==> config.mk <==
export PLATFORM = sky130hd
export DESIGN_NAME = perceptron_infer
export DESIGN_NICKNAME = d
export VERILOG_FILES = /design/src/rtl/perceptron_infer.sv
export SDC_FILE = /design/constraint.sdc
export NUM_CORES = 1
export LEC_CHECK = 0
export CORE_MARGIN = 4
export CORE_UTILIZATION = 59
export CTS_CLUSTER_SIZE = 25
export DETAILED_ROUTE_END_ITERATION = 10
export MAX_ROUTING_LAYER = met4
export PLACE_DENSITY = 0.83
export SETUP_SLACK_MARGIN = 0.5
export SLEW_MARGIN = 20
export SYNTH_ARGS = -nofsm -noshare
export SYNTH_HDL_FRONTEND = slang
export SYNTH_SLANG_ARGS = --single-unit
==> constraint.sdc <==
create_clock -name clk -period 8.6 [get_ports clk]
set_input_delay 1.72 -clock clk [delete_from_list [all_inputs] [get_ports clk]]
set_output_delay 1.72 -clock clk [all_outputs]
set_load 0.01 [all_outputs]
==> src/rtl/perceptron_infer.sv <==
// ============================================================================
// Module   : perceptron_infer
// Purpose  : Perceptron inference engine. A single valid/ready byte stream
//            carries both signed weight bytes (in_kind = 1) and unsigned
//            feature bytes (in_kind = 0). Each sample's dot product is
//            accumulated serially, one feature per accepted beat. When the
//            last feature of a sample arrives, the class byte (8'hFF when
//            the dot product is strictly positive, else 8'h00) and the raw
//            accumulator are presented on a valid/ready result port.
//
// Optional : PERCEPTRON_BIAS_EN - adds a signed bias weight at index
//            INP_DIM; the accumulator starts every sample from sext(bias).
//
// Parameters:
//   INP_DIM  features per sample / number of weights (1..16)
//   ACC_W    signed accumulator width, >= 17 + clog2(INP_DIM+1)
//            (>= 17 + clog2(INP_DIM+2) with the bias enabled)
//   SCNT_W   width of the wrapping sample counter
//
// Ports:
//   clk         in   clock
//   rst_n       in   synchronous active-low reset
//   in_valid    in   input byte valid
//   in_ready    out  block can accept an input byte
//   in_kind     in   0 = feature byte (unsigned), 1 = weight byte (signed)
//   in_data     in   8-bit payload
//   out_valid   out  result valid
//   out_ready   in   consumer accepts result
//   out_class   out  8'hFF if acc > 0 else 8'h00
//   out_acc     out  signed dot product of the completed sample
//   sample_cnt  out  count of results handed off (wraps)
//   err         out  sticky protocol error (weight beat mid-sample)
//
// Revision : 1.0 - initial release
// ============================================================================
`default_nettype none

module perceptron_infer #(
  parameter int INP_DIM = 2,
  parameter int ACC_W   = 20,
  parameter int SCNT_W  = 8
) (
  input  logic              clk,
  input  logic              rst_n,
  input  logic              in_valid,
  output logic              in_ready,
  input  logic              in_kind,
  input  logic [7:0]        in_data,
  output logic              out_valid,
  input  logic              out_ready,
  output logic [7:0]        out_class,
  output logic [ACC_W-1:0]  out_acc,
  output logic [SCNT_W-1:0] sample_cnt,
  output logic              err
);

  // --------------------------------------------------------------------------
  // Sizing
  // --------------------------------------------------------------------------
`ifdef PERCEPTRON_BIAS_EN
  // One extra weight slot holds the bias.
  localparam int NW = INP_DIM + 1;
`else
  localparam int NW = INP_DIM;
`endif

  localparam int WI_W = (NW > 1)      ? $clog2(NW)      : 1;
  localparam int XI_W = (INP_DIM > 1) ? $clog2(INP_DIM) : 1;

  localparam logic [WI_W-1:0] W_LAST = WI_W'(NW - 1);
  localparam logic [XI_W-1:0] X_LAST = XI_W'(INP_DIM - 1);

  typedef enum logic [0:0] {
    S_ACC = 1'b0,
    S_OUT = 1'b1
  } state_t;

  // --------------------------------------------------------------------------
  // State
  // --------------------------------------------------------------------------
  state_t                    state_q;
  logic signed [7:0]         w_q [NW];
  logic signed [ACC_W-1:0]   acc_q;
  logic [XI_W-1:0]           x_idx_q;
  logic [WI_W-1:0]           w_idx_q;
  logic                      in_ready_q;
  logic                      out_valid_q;
  logic [7:0]                out_class_q;
  logic signed [ACC_W-1:0]   out_acc_q;
  logic [SCNT_W-1:0]         sample_cnt_q;
  logic                      err_q;

  // --------------------------------------------------------------------------
  // Datapath: one multiply-accumulate per accepted feature beat
  // --------------------------------------------------------------------------
  logic signed [7:0]         w_sel;
  logic signed [ACC_W-1:0]   feat_ext;
  logic signed [ACC_W-1:0]   wt_ext;
  logic signed [ACC_W-1:0]   term;
  logic signed [ACC_W-1:0]   acc_base;
  logic signed [ACC_W-1:0]   acc_reload;
  logic signed [ACC_W-1:0]   acc_d;
  logic                      class_pos;

  always_comb begin
    w_sel    = w_q[WI_W'(x_idx_q)];
    // Feature is unsigned: zero-extend. Weight is two's complement: sign-extend.
    feat_ext = $signed({{(ACC_W-8){1'b0}}, in_data});
    wt_ext   = $signed({{(ACC_W-8){w_sel[7]}}, w_sel});
    term     = feat_ext * wt_ext;

`ifdef PERCEPTRON_BIAS_EN
    acc_reload = $signed({{(ACC_W-8){w_q[NW-1][7]}}, w_q[NW-1]});
    // At the first feature of a sample, start from the current bias so a
    // bias rewritten between samples takes effect immediately.
    acc_base   = (x_idx_q == '0) ? acc_reload : acc_q;
`else
    acc_reload = '0;
    acc_base   = acc_q;
`endif

    acc_d     = acc_base + term;
    // Strictly greater than zero: sign bit clear and not all-zero.
    class_pos = !acc_d[ACC_W-1] && (acc_d != '0);
  end

  // --------------------------------------------------------------------------
  // Control FSM and registered outputs
  // --------------------------------------------------------------------------
  always_ff @(posedge clk) begin
    if (!rst_n) begin
      state_q      <= S_ACC;
      for (int i = 0; i < NW; i++) begin
        w_q[i] <= '0;
      end
      acc_q        <= '0;
      x_idx_q      <= '0;
      w_idx_q      <= '0;
      in_ready_q   <= 1'b1;
      out_valid_q  <= 1'b0;
      out_class_q  <= 8'h00;
      out_acc_q    <= '0;
      sample_cnt_q <= '0;
      err_q        <= 1'b0;
    end else begin
      case (state_q)
        S_ACC: begin
          if (in_valid && in_ready_q) begin
            if (in_kind) begin
              // Weights may only be loaded between samples; a weight beat
              // mid-sample is dropped and flagged.
              if (x_idx_q == '0) begin
                w_q[w_idx_q] <= $signed(in_data);
                w_idx_q      <= (w_idx_q == W_LAST) ? '0 : w_idx_q + 1'b1;
              end else begin
                err_q <= 1'b1;
              end
            end else if (x_idx_q == X_LAST) begin
              out_acc_q   <= acc_d;
              out_class_q <= class_pos ? 8'hFF : 8'h00;
              out_valid_q <= 1'b1;
              in_ready_q  <= 1'b0;
              acc_q       <= acc_reload;
              x_idx_q     <= '0;
              state_q     <= S_OUT;
            end else begin
              acc_q   <= acc_d;
              x_idx_q <= x_idx_q + 1'b1;
            end
          end
        end

        S_OUT: begin
          // Input is stalled and the result held until the consumer takes it.
          if (out_ready) begin
            out_valid_q  <= 1'b0;
            sample_cnt_q <= sample_cnt_q + 1'b1;
            in_ready_q   <= 1'b1;
            state_q      <= S_ACC;
          end
        end

        default: begin
          state_q <= S_ACC;
        end
      endcase
    end
  end

  assign in_ready   = in_ready_q;
  assign out_valid  = out_valid_q;
  assign out_class  = out_class_q;
  assign out_acc    = out_acc_q;
  assign sample_cnt = sample_cnt_q;
  assign err        = err_q;

endmodule

`default_nettype wire

Word level (Yosys, flattened, before mapping)
Memory sizes are Yosys's and may differ from the RTL's. A register that Yosys moved wholly into a read port is not among the register bits.
Index checks and enable logic that the tools add are counted.
- add/subtract/negate cells: 4
- bitwise logic cells: 3
- $mul: 1
- reductions and logical operators: 11
- mux-type cells: 31
- eq/ne operators: 4
- operators with widths (operator ; number):
    1-bit two-way mux ; 25
    20-bit by 17-bit adder with 20-bit output ; 1
    20-bit two-way mux ; 1
    20-bit nonzero test ; 1
    9-bit by 8-bit multiplier with 17-bit output ; 1
    8-bit two-way mux ; 2
    4-bit AND reduction ; 4
    8-bit by 1-bit adder with 8-bit output, second input constant ; 1
    2-bit != test, second input constant ; 4
    8-bit OR reduction ; 1
    1-bit one-hot mux with 2 select lines ; 3
    1-bit NOT ; 3
    3-bit AND reduction ; 1
    1-bit adder, second input constant ; 2
    1-bit logical AND ; 2
    2-bit AND reduction ; 1
    1-bit zero test ; 1
- memories kept: 1
- bits of input ports: 13
- word-level logic and storage cells: 65
- register bits: 62
- bits in writable memories: 16
- output and inout bits: 39
- memories (memory ; depth ; bits a word ; read ports ; clocked after Yosys merged registers in ; wr ports ; line ; source):
    w_q ; 2 ; 8 ; 1 ; 1 ; 2 ; 82 ; logic signed [7:0] w_q [NW];

Logic depth before layout (Yosys ltp)
Gate-level depths: netlist of the first run.
- depth after elaboration: 8
- depth in mapped cells: 21
- mapped depth without buffers: 19

Worst setup path before layout of the first run
OpenSTA, ideal clock, no wires.
- path type: input to register
- start: input in_data[2]
- end: register out_class_q[6], in the netlist out_class[6]
- data required time: 8.484 ns
- library setup time: 0.116 ns
- arrival: 6.682 ns
- stages: 17
- buffers on the path: 1
- setup slack: 1.802 ns
- cell sequence: buf_1 nor2_1 fa_1 fa_1 fa_1 inv_1 fa_1 inv_1 ha_1 ha_1 or3_4 a31o_4 o2111a_1 or3_4 a2111oi_4 nand4b_1 a41o_1
- longest elaborated chain between the ends: 5
- elaborated cells on any way between the ends: 6
- classes of those cells: add/sub (1); mul (1); mux (1); reduce/logical (3)
- ends and longest elaborated chain (element ; line ; source):
    start: declaration ; 48 ; input logic [7:0] in_data,
    9-bit by 8-bit multiplier with 17-bit output (*) ; 110 ; term = feat_ext * wt_ext;
    20-bit by 17-bit adder with 20-bit output (*) ; 122 ; acc_d = acc_base + term;
    20-bit nonzero test / 1-bit zero test (equally long branches) ; 124 ; class_pos = !acc_d[ACC_W-1] && (acc_d != '0);
    1-bit logical AND (*) ; 124 ;
    8-bit two-way mux (*) ; 160 ; out_class_q <= class_pos ? 8'hFF : 8'h00;
    end signal: assignment ; 160 ;
    end: declaration ; 88 ; logic [7:0] out_class_q;
Mark *: on every way between the ends. The rest lies on a longest branch, timed or not.
A chain may end at the register's enable or synchronous reset.

Worst setup path after layout of the first run
- start: input in_data[0]
- end: register out_class_q[6], in the netlist out_class[6]
Same word-level chain as after synthesis.

==> out/qor.yml, run 1 <==
sta:
  whs_ns: 0.4609
  hold_viol: 0
  slew_headroom_pct: 27.06
  fmax_ghz: 0.1370
  setup_tns_ns: 0
  rsz0062_at_grt: "no"
  drv_slew: 0
  finClkSkew_ns: 0.01063
  worstMarginPinSlew_ns: 1.084
  period_share_pct: 84.86
  finalSetupViolations: 0
  min_period_ns: 7.298
die:
  rows: 36
  die_area_sq_um: 11860
  die_width_um: 108.9
  coreArea_sq_um: 9864
  initial_core_util_pct: 60.88
  dieHeight_um: 108.9
  ioPinCount: 52
placed_design:
  postPlaceCellArea_sq_um: 6535
  place_hpwl_um: 10580
  gp_congestion: 0.8774
  placedCellCount: 818
  io_buffer_count: 51
clock_tree:
  cts_sinks: 72
  numCtsBuffers: 9
  cts_max_level: 3
  cts_resized: 0
  post_cts_buffers: 0
  clkTransAtPathRegs_ns: 0.08
  clockRootBuffer: "clkbuf_8"
  cts_tree: "done"
  cts_hold_buffers: 0
  clock_latency_ns: 0.37
  clockBufferDepth: 2
final_layout:
  fin_cells: 834
  nets: 822
  num_antenna_cells: 0
  fin_area_sq_um: 6706
  layout_common_cells: "inv_1, nand2_1, ha_1"
  layout-drive-gt1-share_pct: 5.706
  syn_to_final_growth_pct: 11.67
  mostFrequentLayoutCell: "inv_1"
setup_path:
  slowest_delay_ns: 0.64
  crit_chain: "clkdlybuf4s50_1, or2_2, fa_1, fa_1, fa_1, fa_1, inv_1, fa_1, ha_1, a2111o_1, a31o_1, a31o_2, a311oi_1, nor4b_1, nand4b_1, a41o_1"
  critPathRequiredTime_ns: 8.90
  path_buf_inv: 2
  cp-end-kind: "flop"
  critPathTopFamily: "adder cells"
  worst_ep_arrival_time_ns: 7.60
  startpoint_type: "input pin"
  slowest_stage: "a311oi_1"
  critPathMaxFanout: 10
  crit_top_cell: "fa_1"
  path_class: "input pin to flop"
yosys:
  synthAdderAreaFrac_pct: 30.04
  ys_async_sr_fraction_pct: 0
  ys_warn_count: 0
  syn_avg_cell_area_sq_um: 8.991
  synth_top_family_by_area: "adder cells"
  synth_mux_area_share_pct: 1.812
  synth_edf_count: 16
  synthesis.instances: 668
  synth.cell_area_sq_um: 6006
  synth_seq_area_share_pct: 26.67
  synth-compound-area-share_pct: 10.35
  synthesis.nets: 794
  synth_xor_area_share_pct: 2.771
  yosys.area_share.simple_pct: 19.96
  synth-main-ff-cell: "dfxtp_1"
  ys_ff_latch: 72
  synth_cell_types: 59
pwr:
  p_sw_share_pct: 46.82
  p_sw_mw: 0.8533
  p_int_mw: 0.9690
  p_leak_nw: 3.089
  p_seq_share_pct: 22.0
  p_clk_share_pct: 13.6
  power_density_nw_per_um2: 271.7
  ir_drop_uv: 187.6
  combPwrFrac_pct: 64.5
  power_mw: 1.822
routing:
  vias: 4746
  via_per_inst: 5.691
  firstDrtPassIters: 5
  wl_per_cell_um: 16.26
  wl_um: 13560
  route.detailed.drc: 0
  detail-route-antenna-nets: 0
  drt_iter0_markers: 286
run_status:
  status: "finished, final reports clean"
grt:
  grt_pass1_wl_um: 23120
  grt_pass1_vias: 4974
  antenna_found_initial: 0
  grtUsageTotal_pct: 25.67
  grt_start_max_net_pins: 55
  grt-ovfl-total: 0
job:
  max_cap_viol_count: 0
min_path:
  hp-class: "flop to flop"
-- tightest hold or removal path: stages, from the launching register on --
cell     delay (ns)
dfxtp_1        0.32
nand2_1        0.05
a21oi_1        0.05
-- flip-flops by register name, summed over array words and instances, names as in the netlist, named ones only --
name,flops
w_idx_q,1
x_idx_q,1
state_q,1
err,1
out_acc,20
out_valid,1
out_class,1
sample_cnt,8
in_ready,1
acc_base,20
w_q,16
-- logic make-up after synthesis --
kind of cell	count (synthesis)
muxes	10
DFF	72
and+or+nand+nor	240
adders and majority gates	113
xor gates and xnor gates	19
AOI/OAI and AO/OA	87
buffers and inverters	127
-- synth_stat cells (all sizes together) (3+ instances only) --
cell     number  area share [%]
nand4         7            0.73
a211o         3            0.44
a21o          7            0.87
ha           61              13
clkbuf       21             1.3
nand2        78             4.9
and3         10             1.0
mux2          7             1.3
a21oi        36             3.0
buf          15             1.4
a22oi        11             1.4
a31o          4            0.73
mux2i         3            0.50
xor2          5            0.73
or3           6            0.79
nor2         47             2.9
edfxtp       16             8.0
nand3        10            0.83
a2111oi       3            0.75
nand2b        3            0.31
fa           52              17
nor3         11            0.92
xnor2        14             2.0
or2           5            0.52
inv          91             5.7
and2         44             4.6
nor4          5            0.52
or4           3            0.37
nor3b         4            0.50
dfxtp        56              19
o2111ai       3            0.44
a211oi        3            0.37
-- power by group through the flow --
stage,combinational (mW),sequential (mW),clock [mW]
2_1_floorplan,0.913,0.403,0
3_3_place_gp,1.12,0.407,0
3_5_place_dp,1.16,0.409,0
4_1_cts,1.17,0.401,0.250
5_1_grt,1.33,0.404,0.264
6_report,1.17,0.400,0.247
-- per-stage QoR --
| step | setup slack, ns | utilization [%] |
|---|---|---|
| 2_1_floorplan | 1.802 | - |
| 3_3_place_gp | 1.077 | 66.25 |
| 3_5_place_dp | 0.9884 | 66.25 |
| 4_1_cts | 1.343 | 67.99 |
| 5_1_grt | 1.032 | 67.99 |
| 6_report | 1.302 | 67.99 |
-- path summary, 6_finish.rpt --
kind,start,end,slack (ns),cells past startpoint
worst max-delay path,in_data[0],out_class[6],1.30,16
worst min-delay path,out_acc[16],out_acc[16],0.46,2
worst max register to register,flop,out_class[6],1.87,17
worst min register to register,out_acc[16],out_acc[16],0.46,2
-- area by class of cell --
class	instances	area, sq um
fill	762	3158
inverter	91	341.6
tap	133	166.4
clock inverter	6	43.79
multi-input combinational	469	3900
clock buffer	10	127.6
timing repair buffer	53	525.5
sequential	72	1602
-- per-layer routing --
layer | part of all wire [%] | track usage, %
met3 | 3.8 | 4.914
met5 | 0 | -
met2 | 51 | 44.43
met1 | 42 | 29.34
met4 | 3.1 | 10.01
Power figures use the tool's default switching activity.
==> run 2: changes to the inputs <==
--- a/config.mk
+++ b/config.mk
@@ -6,11 +6,11 @@
 export NUM_CORES = 1
 export LEC_CHECK = 0
 export CORE_MARGIN = 4
-export CORE_UTILIZATION = 59
+export CORE_UTILIZATION = 54
 export CTS_CLUSTER_SIZE = 25
 export DETAILED_ROUTE_END_ITERATION = 10
 export MAX_ROUTING_LAYER = met4
-export PLACE_DENSITY = 0.83
+export PLACE_DENSITY = 0.8
 export SETUP_SLACK_MARGIN = 0.5
 export SLEW_MARGIN = 20
 export SYNTH_ARGS = -nofsm -noshare
==> constraint.sdc (replaced) <==
create_clock -name clk -period 6.5 [get_ports clk]
set_input_delay 1.3 -clock clk [delete_from_list [all_inputs] [get_ports clk]]
set_output_delay 1.3 -clock clk [all_outputs]
set_load 0.01 [all_outputs]
==> run 2 against run 1 <==
Against the previous run: the run now ends with design-rule violations left; critical path depth grew 2; first-iteration DRC count grew 14%; flip-flop and latch count is the same; sequential share of layout area shrank 2.3 points; total power grew 79%; clock skew grew 0.0026 ns; final cell count grew 8.0%; core utilization grew 0.57 points; worst hold slack gained 0.0014 ns; largest cell class unchanged.
==> out/qor.yml, run 2 (synthesis results as in run 1) <==
run_status:
  status: "finished with violations"
  violations: "design-rule violations"
sta:
  min_period_ns: 5.884
  finalSetupViolations: 0
  setup_tns_ns: 0
  finClkSkew_ns: 0.01322
  hold_viol: 0
  worstMarginPinSlew_ns: 1.037
  period_share_pct: 90.53
  drv_slew: 0
  slew_headroom_pct: 30.61
  fmax_ghz: 0.1699
  rsz0062_at_grt: "no"
routing:
  detail-route-antenna-nets: 0
  via_per_inst: 5.509
  wl_um: 14640
  vias: 4964
  firstDrtPassIters: 8
  route.detailed.drc: 1
  drt_iter0_markers: 327
  wl_per_cell_um: 16.25
pwr:
  p_int_mw: 1.863
  p_sw_mw: 1.402
  combPwrFrac_pct: 73.5
  p_clk_share_pct: 10.0
  power_mw: 3.265
  p_sw_share_pct: 42.94
  p_leak_nw: 3.422
  power_density_nw_per_um2: 439.3
  p_seq_share_pct: 16.5
  ir_drop_uv: 295.2
clock_tree:
  clockRootBuffer: "clkbuf_8"
  clkTransAtPathRegs_ns: 0.08
  cts_sinks: 72
  cts_max_level: 3
  clock_latency_ns: 0.37
  cts_tree: "done"
  clockBufferDepth: 2
  numCtsBuffers: 9
min_path:
  hp-class: "flop to flop"
final_layout:
  syn_to_final_growth_pct: 23.75
  layout-drive-gt1-share_pct: 20.11
  layout_common_cells: "inv_1, nand2_1, buf_4"
  num_antenna_cells: 0
  nets: 882
  mostFrequentLayoutCell: "inv_1"
setup_path:
  critPathTopFamily: "adder cells"
  r2r_slack_ns: 0.71
  cp-end-kind: "flop"
  path_class: "input pin to flop"
  critPathMaxFanout: 6
  slowest_delay_ns: 0.55
  crit_top_cell: "fa_1"
  crit_chain: "buf_4, buf_4, or2_4, fa_1, inv_1, fa_1, inv_2, fa_1, fa_1, inv_1, ha_4, ha_2, a211o_1, o2111a_1, or3_4, a2111oi_4, nand4b_1, a41o_1"
  worst_ep_arrival_time_ns: 6.14
  path_buf_inv: 5
  slowest_stage: "fa_1"
  critPathRequiredTime_ns: 6.76
  startpoint_type: "input pin"
die:
  dieHeight_um: 113.5
  rows: 38
  initial_core_util_pct: 55.40
  ioPinCount: 52
  die_area_sq_um: 12870
  coreArea_sq_um: 10840
  die_width_um: 113.5
grt:
  antenna_found_initial: 0
  grt_pass1_wl_um: 24690
  grtUsageMet3_pct: 4.668
  grt_start_max_net_pins: 54
  grt_pass1_vias: 5167
  grtUsageTotal_pct: 24.46
  grtUsageMet1_pct: 29.38
  grt_busiest_layer: "met2"
  grt-ovfl-total: 0
  met2_usage_pct: 41.38
job:
  max_cap_viol_count: 0
placed_design:
  io_buffer_count: 51
  gp_congestion: 0.9254
  place_hpwl_um: 11420
-- run 2: cell types whose count changed in the layout (fill, tap and decap cells not counted), moves of 5 or more --
cell / previous run / this run
fa_1: 52 / 47
ha_4: 0 / 9
buf_4: 2 / 60
and2_1: 42 / 37
clkdlybuf4s50_1: 51 / 43
and2_4: 0 / 5
fa_2: 0 / 5
buf_6: 0 / 5
ha_1: 61 / 50
-- run 2: worst register-to-register path, delay by kind of cell (launching register included) --
family | cells | cell delay (ns)
muxes | 1 | 0.47
buffers and inverters | 3 | 0.23
and+or+nand+nor | 3 | 0.74
AOI/OAI and AO/OA | 5 | 1.19
adders and majority gates | 6 | 2.60
DFF | 1 | 0.46
-- run 2: through the flow --
step	hold WS, ns	setup slack, ns	std cells	instance area (sq um)	util [%]
floorplan	0.4444	0.5088	668	6137	-
global placement	0.4461	-0.08156	876	7030	64.85
detailed placement	0.4494	-0.1592	876	7037	64.91
CTS	0.4639	0.5025	897	7326	67.58
global route	0.4860	0.4793	901	7432	68.56
finish	0.4622	0.6157	901	7432	68.56
-- run 2: worst paths after layout --
check	startpoint	end	cells past startpoint
setup reg to reg	flop	out_class[6]	18
hold reg to reg	out_acc[17]	out_acc[17]	2
setup / recovery	in_data[4]	out_class[6]	18
hold / removal	out_acc[17]	out_acc[17]	2
-- run 2: layer usage --
metal	vias up	wire (um)
met5	-	0
met3	38	511
met4	0	434
met1	2422	6072
li1	2385	-
met2	119	7621
-- run 2: power by group through the flow --
| stage | Sequential (mW) | Combinational [mW] | Clock [mW] |
|---|---|---|---|
| finish | 0.539 | 2.40 | 0.325 |
| floorplan | 0.533 | 1.38 | 0 |
| global placement | 0.547 | 2.03 | 0 |
| detailed placement | 0.550 | 2.08 | 0 |
| CTS | 0.540 | 2.26 | 0.327 |
| global route | 0.544 | 2.63 | 0.351 |
-- run 2: timing repair --
item / in CTS / in global routing
resized for setup: 32 / 42
endpoints found under the hold margin: 0 / 0
setup buffers: 5 / 4
hold buffers: 0 / 0
setup endpoints to repair: 13 / 12
pin swaps: 23 / 31
-- run 2: final cells by class --
type | count | area (sq um)
Fill cell | 826 | 3408
Inverter | 91 | 341.6
Multi-Input combinational cell | 469 | 4180
Sequential cell | 72 | 1603
Tap cell | 140 | 175.2
Timing Repair Buffer | 113 | 962.2
Clock inverter | 6 | 42.54
Clock buffer | 10 | 127.6
